==> config.mk <==
export PLATFORM = sky130hd
export DESIGN_NAME = mem_arbiter_flat
export DESIGN_NICKNAME = d
export VERILOG_FILES = /design/src/rtl/mem_arbiter_if.sv /design/src/rtl/mem_arbiter.sv /design/src/flat_wrapper.sv
export SDC_FILE = /design/constraint.sdc
export NUM_CORES = 1
export LEC_CHECK = 0
export CORE_AREA = 2 2 116 118
export DETAILED_ROUTE_END_ITERATION = 10
export DIE_AREA = 0 0 118 120
export GPL_TIMING_DRIVEN = 1
export SYNTH_ARGS = -nofsm -noshare
export SYNTH_HDL_FRONTEND = slang
export SYNTH_SLANG_ARGS = --single-unit
export TNS_END_PERCENT = 20
==> constraint.sdc <==
create_clock -name clk -period 2.2 [get_ports clk]
set_clock_uncertainty 0.1 [all_clocks]
set_input_delay 0.33 -clock clk [delete_from_list [all_inputs] [get_ports clk]]
set_output_delay 0.33 -clock clk [all_outputs]
set_load 0.05 [all_outputs]
==> src/rtl/mem_arbiter_if.sv <==
// Bus bundle between the CPU/debug requesters, the arbiter and memory_interface.
// slave is the arbiter's view; master is the requester/memory side.
interface mem_arbiter_if #(
    parameter int ADDR_W = 32,
    parameter int DATA_W = 32
);
    logic              cpu_req;
    logic              cpu_we;
    logic [ADDR_W-1:0] cpu_addr;
    logic [DATA_W-1:0] cpu_wd;
    logic              cpu_gnt;
    logic [DATA_W-1:0] cpu_rd;
    logic              cpu_stall;

    logic              dbg_req;
    logic              dbg_we;
    logic [ADDR_W-1:0] dbg_addr;
    logic [DATA_W-1:0] dbg_wd;
    logic              dbg_lock;
    logic              dbg_gnt;
    logic [DATA_W-1:0] dbg_rd;

    logic              mem_we;
    logic [ADDR_W-1:0] mem_addr;
    logic [DATA_W-1:0] mem_wd;
    logic [DATA_W-1:0] mem_rd;

    modport slave (
        input  cpu_req, cpu_we, cpu_addr, cpu_wd,
        output cpu_gnt, cpu_rd, cpu_stall,
        input  dbg_req, dbg_we, dbg_addr, dbg_wd, dbg_lock,
        output dbg_gnt, dbg_rd,
        output mem_we, mem_addr, mem_wd,
        input  mem_rd
    );

    modport master (
        output cpu_req, cpu_we, cpu_addr, cpu_wd,
        input  cpu_gnt, cpu_rd, cpu_stall,
        output dbg_req, dbg_we, dbg_addr, dbg_wd, dbg_lock,
        input  dbg_gnt, dbg_rd,
        input  mem_we, mem_addr, mem_wd,
        output mem_rd
    );
endinterface

==> src/rtl/mem_arbiter.sv <==
// Single-port memory arbiter between the CPU datapath and a debug/loader requester:
// round-robin on contention, debug lock for atomic bursts, bounded CPU starvation.
module mem_arbiter #(
    parameter int ADDR_W   = 32,
    parameter int DATA_W   = 32,
    parameter int MAX_WAIT = 8
) (
    input  logic          clk,
    input  logic          rstn,
    mem_arbiter_if.slave  bus
);
    typedef enum logic { IDLE, LOCKED } fsm_t;
    typedef enum logic { OWN_CPU, OWN_DBG } owner_t;

    fsm_t              fsm_reg, fsm_next;
    owner_t            last_owner_reg, last_owner_next;
    logic [7:0]        wait_cnt_reg, wait_cnt_next;

    logic              gnt_cpu, gnt_dbg, forced;
    logic              sel_we;
    logic [ADDR_W-1:0] sel_addr;
    logic [DATA_W-1:0] sel_wd;

    assign forced = (wait_cnt_reg == 8'(MAX_WAIT));

    always_ff @(posedge clk or negedge rstn) begin
        if (!rstn) begin
            fsm_reg        <= IDLE;
            last_owner_reg <= OWN_DBG;
            wait_cnt_reg   <= 8'd0;
        end else begin
            fsm_reg        <= fsm_next;
            last_owner_reg <= last_owner_next;
            wait_cnt_reg   <= wait_cnt_next;
        end
    end

    // Grants are suppressed while reset is held so a pending write never reaches memory.
    always_comb begin
        gnt_cpu = 1'b0;
        gnt_dbg = 1'b0;
        if (rstn) begin
            case (fsm_reg)
                IDLE: begin
                    if (bus.cpu_req && bus.dbg_req) begin
                        if (last_owner_reg == OWN_DBG) gnt_cpu = 1'b1;
                        else                           gnt_dbg = 1'b1;
                    end else begin
                        gnt_cpu = bus.cpu_req;
                        gnt_dbg = bus.dbg_req;
                    end
                end
                LOCKED: begin
                    if (bus.dbg_req && !(bus.cpu_req && forced)) gnt_dbg = 1'b1;
                    else                                          gnt_cpu = bus.cpu_req;
                end
                default: begin
                    gnt_cpu = 1'b0;
                    gnt_dbg = 1'b0;
                end
            endcase
        end
    end

    always_comb begin
        fsm_next        = fsm_reg;
        last_owner_next = last_owner_reg;
        wait_cnt_next   = wait_cnt_reg;

        case (fsm_reg)
            IDLE:    if (gnt_dbg && bus.dbg_lock) fsm_next = LOCKED;
            LOCKED:  if (!bus.dbg_lock)           fsm_next = IDLE;
            default: fsm_next = IDLE;
        endcase

        if (gnt_cpu)      last_owner_next = OWN_CPU;
        else if (gnt_dbg) last_owner_next = OWN_DBG;

        // Counter saturates at MAX_WAIT so the forced grant fires exactly once per starvation run.
        if (!bus.cpu_req || gnt_cpu) wait_cnt_next = 8'd0;
        else if (!forced)            wait_cnt_next = wait_cnt_reg + 8'd1;
    end

    always_comb begin
        sel_we   = 1'b0;
        sel_addr = bus.cpu_addr;
        sel_wd   = bus.cpu_wd;
        if (gnt_dbg) begin
            sel_we   = bus.dbg_we;
            sel_addr = bus.dbg_addr;
            sel_wd   = bus.dbg_wd;
        end else if (gnt_cpu) begin
            sel_we   = bus.cpu_we;
        end
    end

    assign bus.mem_we    = sel_we;
    assign bus.mem_addr  = sel_addr;
    assign bus.mem_wd    = sel_wd;
    assign bus.cpu_gnt   = gnt_cpu;
    assign bus.dbg_gnt   = gnt_dbg;
    assign bus.cpu_stall = bus.cpu_req & ~gnt_cpu;
    assign bus.cpu_rd    = bus.mem_rd;
    assign bus.dbg_rd    = bus.mem_rd;
endmodule

==> src/flat_wrapper.sv <==
// flat-port wrapper written by rule: the top's interface ports become plain ports
module mem_arbiter_flat 
#(
    parameter int ADDR_W   = 32,
    parameter int DATA_W   = 32,
    parameter int MAX_WAIT = 8
)
  (clk, rstn, bus_cpu_req, bus_cpu_we, bus_cpu_addr, bus_cpu_wd, bus_cpu_gnt, bus_cpu_rd, bus_cpu_stall, bus_dbg_req, bus_dbg_we, bus_dbg_addr, bus_dbg_wd, bus_dbg_lock, bus_dbg_gnt, bus_dbg_rd, bus_mem_we, bus_mem_addr, bus_mem_wd, bus_mem_rd);
  mem_arbiter_if #(.ADDR_W(ADDR_W), .DATA_W(DATA_W)) bus_i ();
  input  logic clk;
  input  logic rstn;
  input wire logic [$bits(bus_i.cpu_req)-1:0] bus_cpu_req;
  input wire logic [$bits(bus_i.cpu_we)-1:0] bus_cpu_we;
  input wire logic [$bits(bus_i.cpu_addr)-1:0] bus_cpu_addr;
  input wire logic [$bits(bus_i.cpu_wd)-1:0] bus_cpu_wd;
  output wire logic [$bits(bus_i.cpu_gnt)-1:0] bus_cpu_gnt;
  output wire logic [$bits(bus_i.cpu_rd)-1:0] bus_cpu_rd;
  output wire logic [$bits(bus_i.cpu_stall)-1:0] bus_cpu_stall;
  input wire logic [$bits(bus_i.dbg_req)-1:0] bus_dbg_req;
  input wire logic [$bits(bus_i.dbg_we)-1:0] bus_dbg_we;
  input wire logic [$bits(bus_i.dbg_addr)-1:0] bus_dbg_addr;
  input wire logic [$bits(bus_i.dbg_wd)-1:0] bus_dbg_wd;
  input wire logic [$bits(bus_i.dbg_lock)-1:0] bus_dbg_lock;
  output wire logic [$bits(bus_i.dbg_gnt)-1:0] bus_dbg_gnt;
  output wire logic [$bits(bus_i.dbg_rd)-1:0] bus_dbg_rd;
  output wire logic [$bits(bus_i.mem_we)-1:0] bus_mem_we;
  output wire logic [$bits(bus_i.mem_addr)-1:0] bus_mem_addr;
  output wire logic [$bits(bus_i.mem_wd)-1:0] bus_mem_wd;
  input wire logic [$bits(bus_i.mem_rd)-1:0] bus_mem_rd;
  assign bus_i.cpu_req = bus_cpu_req;
  assign bus_i.cpu_we = bus_cpu_we;
  assign bus_i.cpu_addr = bus_cpu_addr;
  assign bus_i.cpu_wd = bus_cpu_wd;
  assign bus_cpu_gnt = bus_i.cpu_gnt;
  assign bus_cpu_rd = bus_i.cpu_rd;
  assign bus_cpu_stall = bus_i.cpu_stall;
  assign bus_i.dbg_req = bus_dbg_req;
  assign bus_i.dbg_we = bus_dbg_we;
  assign bus_i.dbg_addr = bus_dbg_addr;
  assign bus_i.dbg_wd = bus_dbg_wd;
  assign bus_i.dbg_lock = bus_dbg_lock;
  assign bus_dbg_gnt = bus_i.dbg_gnt;
  assign bus_dbg_rd = bus_i.dbg_rd;
  assign bus_mem_we = bus_i.mem_we;
  assign bus_mem_addr = bus_i.mem_addr;
  assign bus_mem_wd = bus_i.mem_wd;
  assign bus_i.mem_rd = bus_mem_rd;
  mem_arbiter #(.ADDR_W(ADDR_W), .DATA_W(DATA_W), .MAX_WAIT(MAX_WAIT)) u_core (.clk(clk), .rstn(rstn), .bus(bus_i));
endmodule
# After elaboration in Yosys (flattened, before gate mapping)
# Index checks and enable logic that the tools add are counted.
[word_totals] rom_bits=0 output_inout_bits=132 n_memories=0 wordCells=38 ff_bits=10 mem_bits_rw=0 in_bits=167 latchBits=0
[op_classes] n_bitwise=3 muxes=21 reduce_logical=8 n_shift=0 n_eq_ne=2 n_addsub=1 div_mod_pow=0 multipliers=0 order_cmp=0
[op_table] op="$mux 32" count=2
[op_table] op="$mux 8" count=2
[op_table] op="$mux 1" count=14
[op_table] op="$add 8x1->8 const B" count=1
[op_table] op="$eq 8x4->1 const B" count=1
[op_table] op="$pmux 1 s2" count=3
[op_table] op="$logic_and 1x1->1" count=4
[op_table] op="$logic_not 1->1" count=2
[op_table] op="$ne 2x2->1 const B" count=1
[op_table] op="$not 1->1" count=2
[op_table] op="$reduce_bool 2->1" count=1
[op_table] op="$and 1x1->1" count=1
[op_table] op="$logic_or 1x1->1" count=1

# Depth between registers and ports, before layout
# Gate-level depths: netlist (run 1).
[logic_depth] depth_word=10 depth_mapped=8 depth_no_buf=6

# Worst setup path after synthesis (run 1)
# OpenSTA, ideal clock, no wires.
[synth_path] kind="register to output" startpoint="register u_core.wait_cnt_reg[0]" endpoint="output bus_mem_we" n_path_buf=0 path_slack_ps=-717 t_required_ps=1770 t_arrival_ps=2487 stages_incl_launch_ff=7 path_cell_list="dfrtp_1 inv_1 ha_1 nor4b_2 nand3_1 a31oi_1 a22o_1"
[synth_between] elab_chain_cells=9 elab_cells_between_ends=12 classes_between="eq/ne (1); mux (8); reduce/logical (3)"
[synth_lines] item="from (decl)" line_no="mem_arbiter.sv:17" rtl="logic [7:0] wait_cnt_reg, wait_cnt_next;"
[synth_lines] item="from (signal assigned)" line_no="mem_arbiter.sv:34" rtl="wait_cnt_reg <= wait_cnt_next;"
[synth_lines] item="$eq 8x4->1" line_no="mem_arbiter.sv:24" rtl="assign forced = (wait_cnt_reg == 8'(MAX_WAIT));"
[synth_lines] item="$logic_and 1x1->1" line_no="mem_arbiter.sv:54" rtl="if (bus.dbg_req && !(bus.cpu_req && forced)) gnt_dbg = 1'b1;"
[synth_lines] item="$logic_not 1->1" line_no="mem_arbiter.sv:54"
[synth_lines] item="$logic_and 1x1->1" line_no="mem_arbiter.sv:54"
[synth_lines] item="$mux 1" line_no="mem_arbiter.sv:54"
[synth_lines] item="$pmux 1 s2" line_no="mem_arbiter.sv:43" rtl="case (fsm_reg)"
[synth_lines] item="$mux 1" line_no="mem_arbiter.sv:42" rtl="if (rstn) begin"
[synth_lines] item="named net bus_cpu_gnt" line_no="flat_wrapper.sv:16" rtl="output wire logic [$bits(bus_i.cpu_gnt)-1:0] bus_cpu_gnt;"
[synth_lines] item="$mux 1" line_no="mem_arbiter.sv:92" rtl="end else if (gnt_cpu) begin"
[synth_lines] item="$mux 1" line_no="mem_arbiter.sv:88" rtl="if (gnt_dbg) begin"
[synth_lines] item="to (decl)" line_no="flat_wrapper.sv:26" rtl="output wire logic [$bits(bus_i.mem_we)-1:0] bus_mem_we;"
# The timed path passes the listed nets, and every way through them passes these cells.

# Final worst setup path (run 1)
[layout_path] startpoint="register u_core.wait_cnt_reg[1]" endpoint="output bus_mem_addr[21]"
[layout_between] elab_chain_cells=8
[layout_lines] item="$eq 8x4->1" line_no="mem_arbiter.sv:24"
[layout_lines] item="$logic_and 1x1->1" line_no="mem_arbiter.sv:54"
[layout_lines] item="$logic_not 1->1" line_no="mem_arbiter.sv:54"
[layout_lines] item="$logic_and 1x1->1" line_no="mem_arbiter.sv:54"
[layout_lines] item="$mux 1" line_no="mem_arbiter.sv:54"
[layout_lines] item="$pmux 1 s2" line_no="mem_arbiter.sv:43"
[layout_lines] item="$mux 1" line_no="mem_arbiter.sv:42"
[layout_lines] item="$mux 32" line_no="mem_arbiter.sv:88"
[layout_lines] item="to (decl)" line_no="flat_wrapper.sv:27" rtl="output wire logic [$bits(bus_i.mem_addr)-1:0] bus_mem_addr;"
# No other way between the ends.

==> results of run 1 <==
[report_power, final]
group | total, mW | leakage (nW) | internal, mW | switching (mW)
Clock | 0.330 | 0.0382 | 0.243 | 0.0866
Combinational | 1.51 | 1.71 | 0.771 | 0.736
Sequential | 0.206 | 0.134 | 0.197 | 0.00851
[repair_timing]
| action | CTS | global route |
|---|---|---|
| gates resized for setup | 49 | 3 |
| endpoints found under the setup margin | 68 | 68 |
| setup buffers | 2 | 3 |
| pin swaps | 3 | 0 |
| gates cloned | 0 | 2 |
[cells by family (layout without fill, tap and decap cells)]
family | Yosys count | after routing
compound gates | 10 | 10
simple gates | 29 | 29
mux | 64 | 64
flops | 10 | 10
xor+xnor | 6 | 6
fa+ha+maj | 2 | 2
buf+inv | 74 | 240
other cells | 0 | 1
[per-layer routing]
metal / global-route usage / up-vias
met5: 0 / -
met4: 0.0158 / 4
met3: 0.0675 / 12
met2: 0.179 / 161
met1: 0.116 / 896
li1: - / 944
[worst max path at each step]
stage,from,to,slack [ns]
2_1_floorplan,u_core.wait_cnt_reg[0],bus_mem_addr[0],-0.14
3_3_place_gp,bus_dbg_req,bus_mem_addr[31],-0.27
3_5_place_dp,bus_dbg_req,bus_mem_addr[31],-0.29
4_1_cts,u_core.wait_cnt_reg[1],bus_mem_wd[27],-0.39
5_1_grt,u_core.wait_cnt_reg[1],bus_mem_wd[23],-0.50
6_report,u_core.wait_cnt_reg[1],bus_mem_addr[21],-0.43
[synthesized netlist by cell type (2+ instances only)]
| cell type | instances |
|---|---|
| buf_6 | 4 |
| mux2_4 | 40 |
| xor2_1 | 5 |
| clkbuf_1 | 2 |
| nand2_1 | 4 |
| a21oi_1 | 4 |
| dfrtp_1 | 9 |
| nor2_1 | 7 |
| inv_1 | 3 |
| nor3b_1 | 2 |
| nand2b_1 | 2 |
| and3_1 | 2 |
| buf_4 | 65 |
| mux2_2 | 24 |
| ha_1 | 2 |
| a31oi_1 | 2 |
| nand3_1 | 8 |
[worst max-delay path, cell delays in order, from the launching register on]
cell     delay (ns)
dfrtp_1        0.37
inv_1          0.06
ha_2           0.17
nor4b_4        0.24
nand3_2        0.13
a41o_4         0.29
buf_12         0.19
mux2_4         0.32
buf_6          0.15
[layout make-up]
| type | count | area, um^2 | area share |
|---|---|---|---|
| Sequential cell | 10 | 251 | 0.0578 |
| Multi-Input combinational cell | 111 | 1260 | 0.289 |
| Tap cell | 176 | 220 | 0.0506 |
| Clock buffer | 4 | 78.8 | 0.0181 |
| Antenna cell | 1 | 2.50 | 0.000575 |
| Inverter | 3 | 11.3 | 0.00259 |
| Timing Repair Buffer | 233 | 2530 | 0.581 |
==> results.toml, run 1 <==
[cells_and_area]
fin_cells = 538
post-route-util = 0.335
layout_common_cells = "clkdlybuf4s50_1 (134), mux2_4 (49), buf_6 (45)"
mostFrequentLayoutCell = "clkdlybuf4s50_1"
n_fill_cell = 1315
area_growth_pct = 120
final_area_um2 = 4350
fin_nets = 531
largest_register_ffs = 8
layout-drive-gt1-share = 0.482

[yosys]
synth.top_cell.area_share = 0.304
synth-seq-area-share = 0.127
synthMuxAreaShare = 0.441
synth-simple-area-share = 0.0786
yosysTopAreaCell = "mux2_4"
synth_nets = 364
ys_seq_elements = 10
synthFlopType = "dfrtp_1"
synth_cells = 195
async_flop_share = 1.00
synth-edff-count = 0
synth.area.top_cells = "mux2_4 (30%), buf_4 (25%), mux2_2 (14%), dfrtp_1 (11%), buf_6 (2.3%)"
synth_top_family_by_area = "multiplexers"
synth.cell_area_um2 = 1970
synth_compound_area_frac = 0.0342
synth-adder-area-share = 0.0127
ys_types = 27
synth-xor-area-share = 0.0266
synth_area_per_cell_um2 = 10.1
yosysWarnings = 0

[timing]
setup_viol = 68
finalHoldViolCount = 0
max_freq_mhz = 381
tns_ns = -26.43
setup_slack_ns = -0.425
holdWs_ns = 0.321
slew_violations = 0
tightest_slew_ns = 0.252
post-route-min-period_ns = 2.63
period_share = 1.19
rsz0062_at_grt = "true"
slew_headroom = 0.831

[routing]
top_layer_used = "met5"
route.detailed.drc = 0
wl_met1_um = 3170
routed_via_density = 3.75
first_iter_violations = 39
drt-wirelength-per-cell_um = 15.5
route.met2.wl_um = 3960
met3_length_um = 1110
firstDrtPassIters = 4
vias = 2017
ant_nets = 0
drt_wl_total_um = 8320

[critical_path]
end_kind = "output pin"
arrival_ns = 2.20
crit_type = "reg2out"
worstSetupStartpointType = "register"
reg2reg_to = "u_core.wait_cnt_reg[6]"
r2r-start = "u_core.wait_cnt_reg[1]"
rr_worst_depth = 10
rrSetupSlack_ns = 0.19
required_ns = 1.77
cp_max_fo = 23

[floorplanning]
core_um2 = 13000
fp.dieW_um = 118
start_util = 0.152
io_pins = 299
dieArea_um2 = 14200
die_h_um = 120
std_cell_rows = 42

[placed_design]
port_buffers = 202
place_congestion = 0.772
dp.cells = 526
dp_slack_ns = -0.293
place_hpwl_um = 6880
placed_area_um2 = 3980

[global_routing]
grt_pass1_vias = 2071
antenna_found_initial = 3
grt_use_total = 0.107
grt_max_degree = 27
grt_pass1_wl_um = 12000
overflow = 0

[clock_network]
cts_buffers = 3
clock_sinks = 10
cts_tree = "built"
clk_pin_slew_ns = 0.04
cts_root_buffer = "clkbuf_16"
clkLatencyLatePin_ns = 0.24
clock_path_buffers = 2
cts_hold_buf = 0
htreeDepth = 1

[power_and_ir_drop]
ir_worst_vdd_mv = 0.371
powerDensity_nw_per_um2 = 470
p_leak_nw = 1.88
finalPower_mw = 2.04

[outcome]
violations = "setup timing"
status = "finished, violations left"

[worst_hold_path]
hp-class = "in2async"

[job]
max_cap_viol_count = 0
No activity file was read; power rests on OpenSTA's default activity.
==> inputs of run 2 (changes only) <==
clock period = 3.13 ns   (was 2.2 ns; I/O delays follow)
==> run 2 against run 1 <==
Die area stayed put. Critical path type unchanged. Worst setup slack better by 0.55 ns. Clock-buffer cell count stayed put. The flow now finishes without violations. Register-to-register slack better by 0.91 ns. Critical endpoint is now bus_mem_addr[16]. Final cell count is 4.8% lower. Largest power group unchanged. Routed wire length is 7.1% lower. Global-route usage is 0.45 points lower. Sequential power is 28% lower. Combinational power is 41% lower. Largest cell class unchanged. Via count is 2.3% lower.
==> results.toml, run 2 (synthesis gave the netlist of run 1 again) <==
[routing]
routed_via_density = 3.85
vias = 1970
first_iter_violations = 26
ant_nets = 0
route.detailed.drc = 0
firstDrtPassIters = 4
drt-wirelength-per-cell_um = 15.1
drt_wl_total_um = 7730

[floorplanning]
core_um2 = 13000
die_h_um = 120
dieArea_um2 = 14200
std_cell_rows = 42
io_pins = 299
fp.dieW_um = 118
start_util = 0.152

[cells_and_area]
layout_common_cells = "clkdlybuf4s50_1 (134), buf_4 (69), mux2_4 (40)"
mostFrequentLayoutCell = "clkdlybuf4s50_1"
post-route-util = 0.287
diodes = 0
final_area_um2 = 3730
layout-drive-gt1-share = 0.435
fin_nets = 506
n_fill_cell = 1325
area_growth_pct = 88.8
largest_register_ffs = 8

[timing]
post-route-min-period_ns = 3.01
rsz0062_at_grt = "false"
setup_slack_ns = 0.122
setup_viol = 0
finalHoldViolCount = 0
max_freq_mhz = 332
tightest_slew_ns = 0.448
slew_violations = 0
period_share = 0.961
slew_headroom = 0.701
tns_ns = 0

[global_routing]
grt_pass1_vias = 2013
overflow = 0
grt_use_total = 0.102
grt_max_degree = 36
antenna_found_initial = 0
grt_pass1_wl_um = 11400

[critical_path]
crit_path_max_incr_delay_ns = 0.44
arrival_ns = 2.44
crit_path_top_delay_cell = "dfrtp_1"
rrSetupSlack_ns = 1.10
cp_top_family = "buffers and inverters"
path_cells = "inv_1, ha_1, nor4b_4, nand3_2, a41o_4, buf_12, mux2_4, buf_4"
end_kind = "output pin"
rr_worst_depth = 7
worstSetupStartpointType = "register"
critical_path_buf_inv_count = 3
crit_type = "reg2out"
reg2reg_to = "u_core.wait_cnt_reg[1]"
r2r-start = "u_core.wait_cnt_reg[1]"
required_ns = 2.56
cp_max_fo = 35

[clock_network]
clock_path_buffers = 2
clk_pin_slew_ns = 0.04
cts_root_buffer = "clkbuf_16"
clock_sinks = 10
post_cts_buffers = 0
cts_hold_buf = 0
htreeDepth = 1
cts_buffers = 3
cts_tree = "built"
clkLatencyLatePin_ns = 0.23

[placed_design]
place_congestion = 0.754
placed_area_um2 = 3620
port_buffers = 202
place_hpwl_um = 6840
dp_slack_ns = 0.245

[job]
max_cap_viol_count = 0

[outcome]
status = "completed"

[power_and_ir_drop]
combPwrFrac = 0.689
p_int_mw = 0.746
switchingPower_mw = 0.544
ir_worst_vdd_mv = 0.160
power_switching_share = 0.422
p_leak_nw = 1.59
pwr-share-seq = 0.115
powerDensity_nw_per_um2 = 346
clockPowerShare = 0.195

[worst_hold_path]
hp-class = "in2async"
-- run 2: power by group through the flow --
stage          sequential (mW)  combinational, mW  clock, mW
2_1_floorplan            0.148              0.771          0
3_5_place_dp             0.150              0.891          0
5_1_grt                  0.151              0.927      0.266
6_report                 0.149              0.889      0.252
3_3_place_gp             0.149              0.887          0
4_1_cts                  0.148              0.894      0.257
-- run 2: final cells by class --
| type | count | area (um^2) | area share |
|---|---|---|---|
| Clock buffer | 4 | 88.8 | 0.0238 |
| Inverter | 3 | 11.3 | 0.00302 |
| Multi-Input combinational cell | 111 | 1200 | 0.321 |
| Sequential cell | 10 | 251 | 0.0675 |
| Tap cell | 176 | 220 | 0.0591 |
| Timing Repair Buffer | 208 | 1960 | 0.526 |
-- run 2: worst max path at each step --
stage / start / cells after the start / end
6_report: u_core.wait_cnt_reg[1] / 8 / bus_mem_addr[16]
5_1_grt: u_core.wait_cnt_reg[0] / 8 / bus_mem_addr[17]
4_1_cts: u_core.wait_cnt_reg[1] / 8 / bus_mem_addr[17]
3_5_place_dp: bus_dbg_req / 7 / bus_mem_wd[1]
3_3_place_gp: bus_dbg_req / 7 / bus_mem_wd[1]
2_1_floorplan: u_core.wait_cnt_reg[0] / 6 / bus_mem_we
-- run 2: worst register-to-register path, stage by stage (launching register included) --
cell and delay [ns]:
dfrtp_1 0.44, inv_1 0.09, ha_1 0.15, nor4b_4 0.27
nand3_2 0.18, a41oi_1 0.39, buf_4 0.23, a21oi_1 0.07
-- run 2: per-layer routing --
layer	share of wire	vias to the layer above	wire length, um	track usage
met5	0	-	0	0
met4	0.0069	0	53	0.0151
met3	0.17	4	1330	0.0651
met2	0.47	211	3630	0.168
met1	0.35	862	2720	0.114
li1	-	893	-	-
-- run 2: timing repair --
item	CTS	global route
gates resized for setup	0	2
endpoints found under the setup margin	0	64
hold endpoints to repair	0	0
-- run 2: per-stage QoR --
stage	power [mW]	hold WS, ns	instances
4_1_cts	1.30	0.436	512
3_3_place_gp	1.04	0.432	508
5_1_grt	1.34	0.482	512
3_5_place_dp	1.04	0.427	508
6_report	1.29	0.461	512
2_1_floorplan	0.918	0.0739	195
==> inputs of run 3 (changes only) <==
clock period = 2.7 ns   (was 3.13 ns; I/O delays follow)
==> run 3 against run 2 <==
Global-route usage decreased by 0.53 points. Flip-flop and latch count unchanged. Die area unchanged. Non-clock buffer count increased by 9. Hold slack got worse by 0.37 ns. Via count increased by 0.10%. Sequential share of layout area decreased by 0.50 points. Clock power increased by 17%. Critical path type unchanged. Largest cell class unchanged.
==> results.toml, run 3 (synthesis gave the netlist of run 1 again) <==
[global_routing]
overflow = 0
grt-busiest-layer = "met2"
gr-usage-met1 = 0.118
use_met2 = 0.159
grt_pass1_wl_um = 11200
grt_max_degree = 32
grt_pass1_vias = 2013
use_met3 = 0.0452
antenna_found_initial = 0
grt_use_total = 0.0969

[floorplanning]
std_cell_rows = 42
die_h_um = 120
start_util = 0.152
core_um2 = 13000
io_pins = 299
fp.dieW_um = 118
dieArea_um2 = 14200

[critical_path]
crit_path_top_delay_cell = "dfrtp_1"
critical_path_buf_inv_count = 3
worstSetupStartpointType = "register"
arrival_ns = 2.18
crit_path_max_incr_delay_ns = 0.37
startpoint = "u_core.wait_cnt_reg[0]"
endpoint = "bus_mem_wd[28]"
rrSetupSlack_ns = 0.63
rr_worst_depth = 9
reg2reg_to = "u_core.wait_cnt_reg[7]"
crit_type = "reg2out"
cp_top_family = "simple AND/OR/NAND/NOR gates"
required_ns = 2.19
path_cells = "inv_1, ha_1, nor4b_4, nand3_2, a41o_4, buf_12, mux2_4, buf_6"
r2r-start = "u_core.wait_cnt_reg[0]"
cp_num_cells = 8
end_kind = "output pin"
cp_max_fo = 31

[cells_and_area]
mostFrequentLayoutCell = "clkdlybuf4s50_1"
fin_cells = 521
area_growth_pct = 104
regArea_um2 = 251
n_fill_cell = 1323
multi_input_area_um2 = 1220
layout-drive-gt1-share = 0.455
fin_nets = 515
layout_common_cells = "clkdlybuf4s50_1 (133), buf_6 (53), mux2_4 (40)"
largest_register_ffs = 8
diodes = 0

[clock_network]
clock_sinks = 10
cts_hold_buf = 0
cts_root_buffer = "clkbuf_16"
cts_buffers = 3
clk_pin_slew_ns = 0.04
cts_tree = "built"
htreeDepth = 1
clock_path_buffers = 2
clkLatencyLatePin_ns = 0.24

[placed_design]
place_congestion = 0.775
port_buffers = 202
place_hpwl_um = 6200
dp.cells = 515
dp_slack_ns = 0.0220

[routing]
ant_nets = 0
drt_wl_total_um = 7540
firstDrtPassIters = 4
first_iter_violations = 56
route.detailed.drc = 0
routed_via_density = 3.79
vias = 1972
drt-wirelength-per-cell_um = 14.5

[timing]
setup_slack_ns = 0.0182
period_share = 0.993
rsz0062_at_grt = "true"
finalHoldViolCount = 0
tightest_slew_ns = 0.297
post-route-min-period_ns = 2.68
setup_viol = 0
slew_violations = 0
slew_headroom = 0.800
max_freq_mhz = 373

[power_and_ir_drop]
powerDensity_nw_per_um2 = 394
finalPower_mw = 1.59
ir_worst_vdd_mv = 0.235
p_leak_nw = 1.72

[worst_hold_path]
hp-class = "in2async"

[outcome]
status = "completed"

[job]
max_cap_viol_count = 0
## run 3: report_power, final
| group | switching (mW) | total (mW) | internal [mW] |
|---|---|---|---|
| clock network | 0.0732 | 0.296 | 0.223 |
| logic | 0.575 | 1.12 | 0.547 |
| registers | 0.00798 | 0.169 | 0.161 |
| total | 0.656 | 1.59 | 0.931 |
## run 3: per-layer routing
layer	routed length, um	share of wire	vias to the layer above
met5	0	0	-
met3	947	0.13	5
met4	36	0.0048	0
li1	-	-	910
met1	3030	0.40	879
met2	3530	0.47	178
## run 3: worst min-delay path by stage
stage	start	endpoint	cells past startpoint
floorplan	rstn	u_core.fsm_reg	0
global placement	u_core.fsm_reg	u_core.fsm_reg	1
detailed placement	u_core.fsm_reg	u_core.fsm_reg	1
CTS	u_core.wait_cnt_reg[4]	u_core.wait_cnt_reg[4]	2
global route	rstn	u_core.fsm_reg	2
finish	rstn	u_core.fsm_reg	2
## run 3: area by class of cell
type	instances	area share
tap	176	0.0547
sequential	10	0.0625
inverter	3	0.00280
multi-input combinational	111	0.302
clock buffer	4	0.0221
timing repair buffer	217	0.556
## run 3: stage by stage
step / utilization / hold slack [ns] / setup TNS (ns) / instance area (um^2)
6_report: 0.310 / 0.0957 / 0 / 4020
5_1_grt: 0.310 / 0.143 / -3.15 / 4020
2_1_floorplan: - / 0.00941 / 0 / 1990
3_3_place_gp: 0.284 / 0.424 / 0 / 3690
4_1_cts: 0.305 / 0.463 / -0.0484 / 3960
3_5_place_dp: 0.284 / 0.437 / 0 / 3690
## run 3: repair_timing
action,CTS,global route
resized for setup,45,14
gates cloned,0,0
pin swaps,2,2
buffers inserted,1,1
endpoints found under the setup margin,66,66
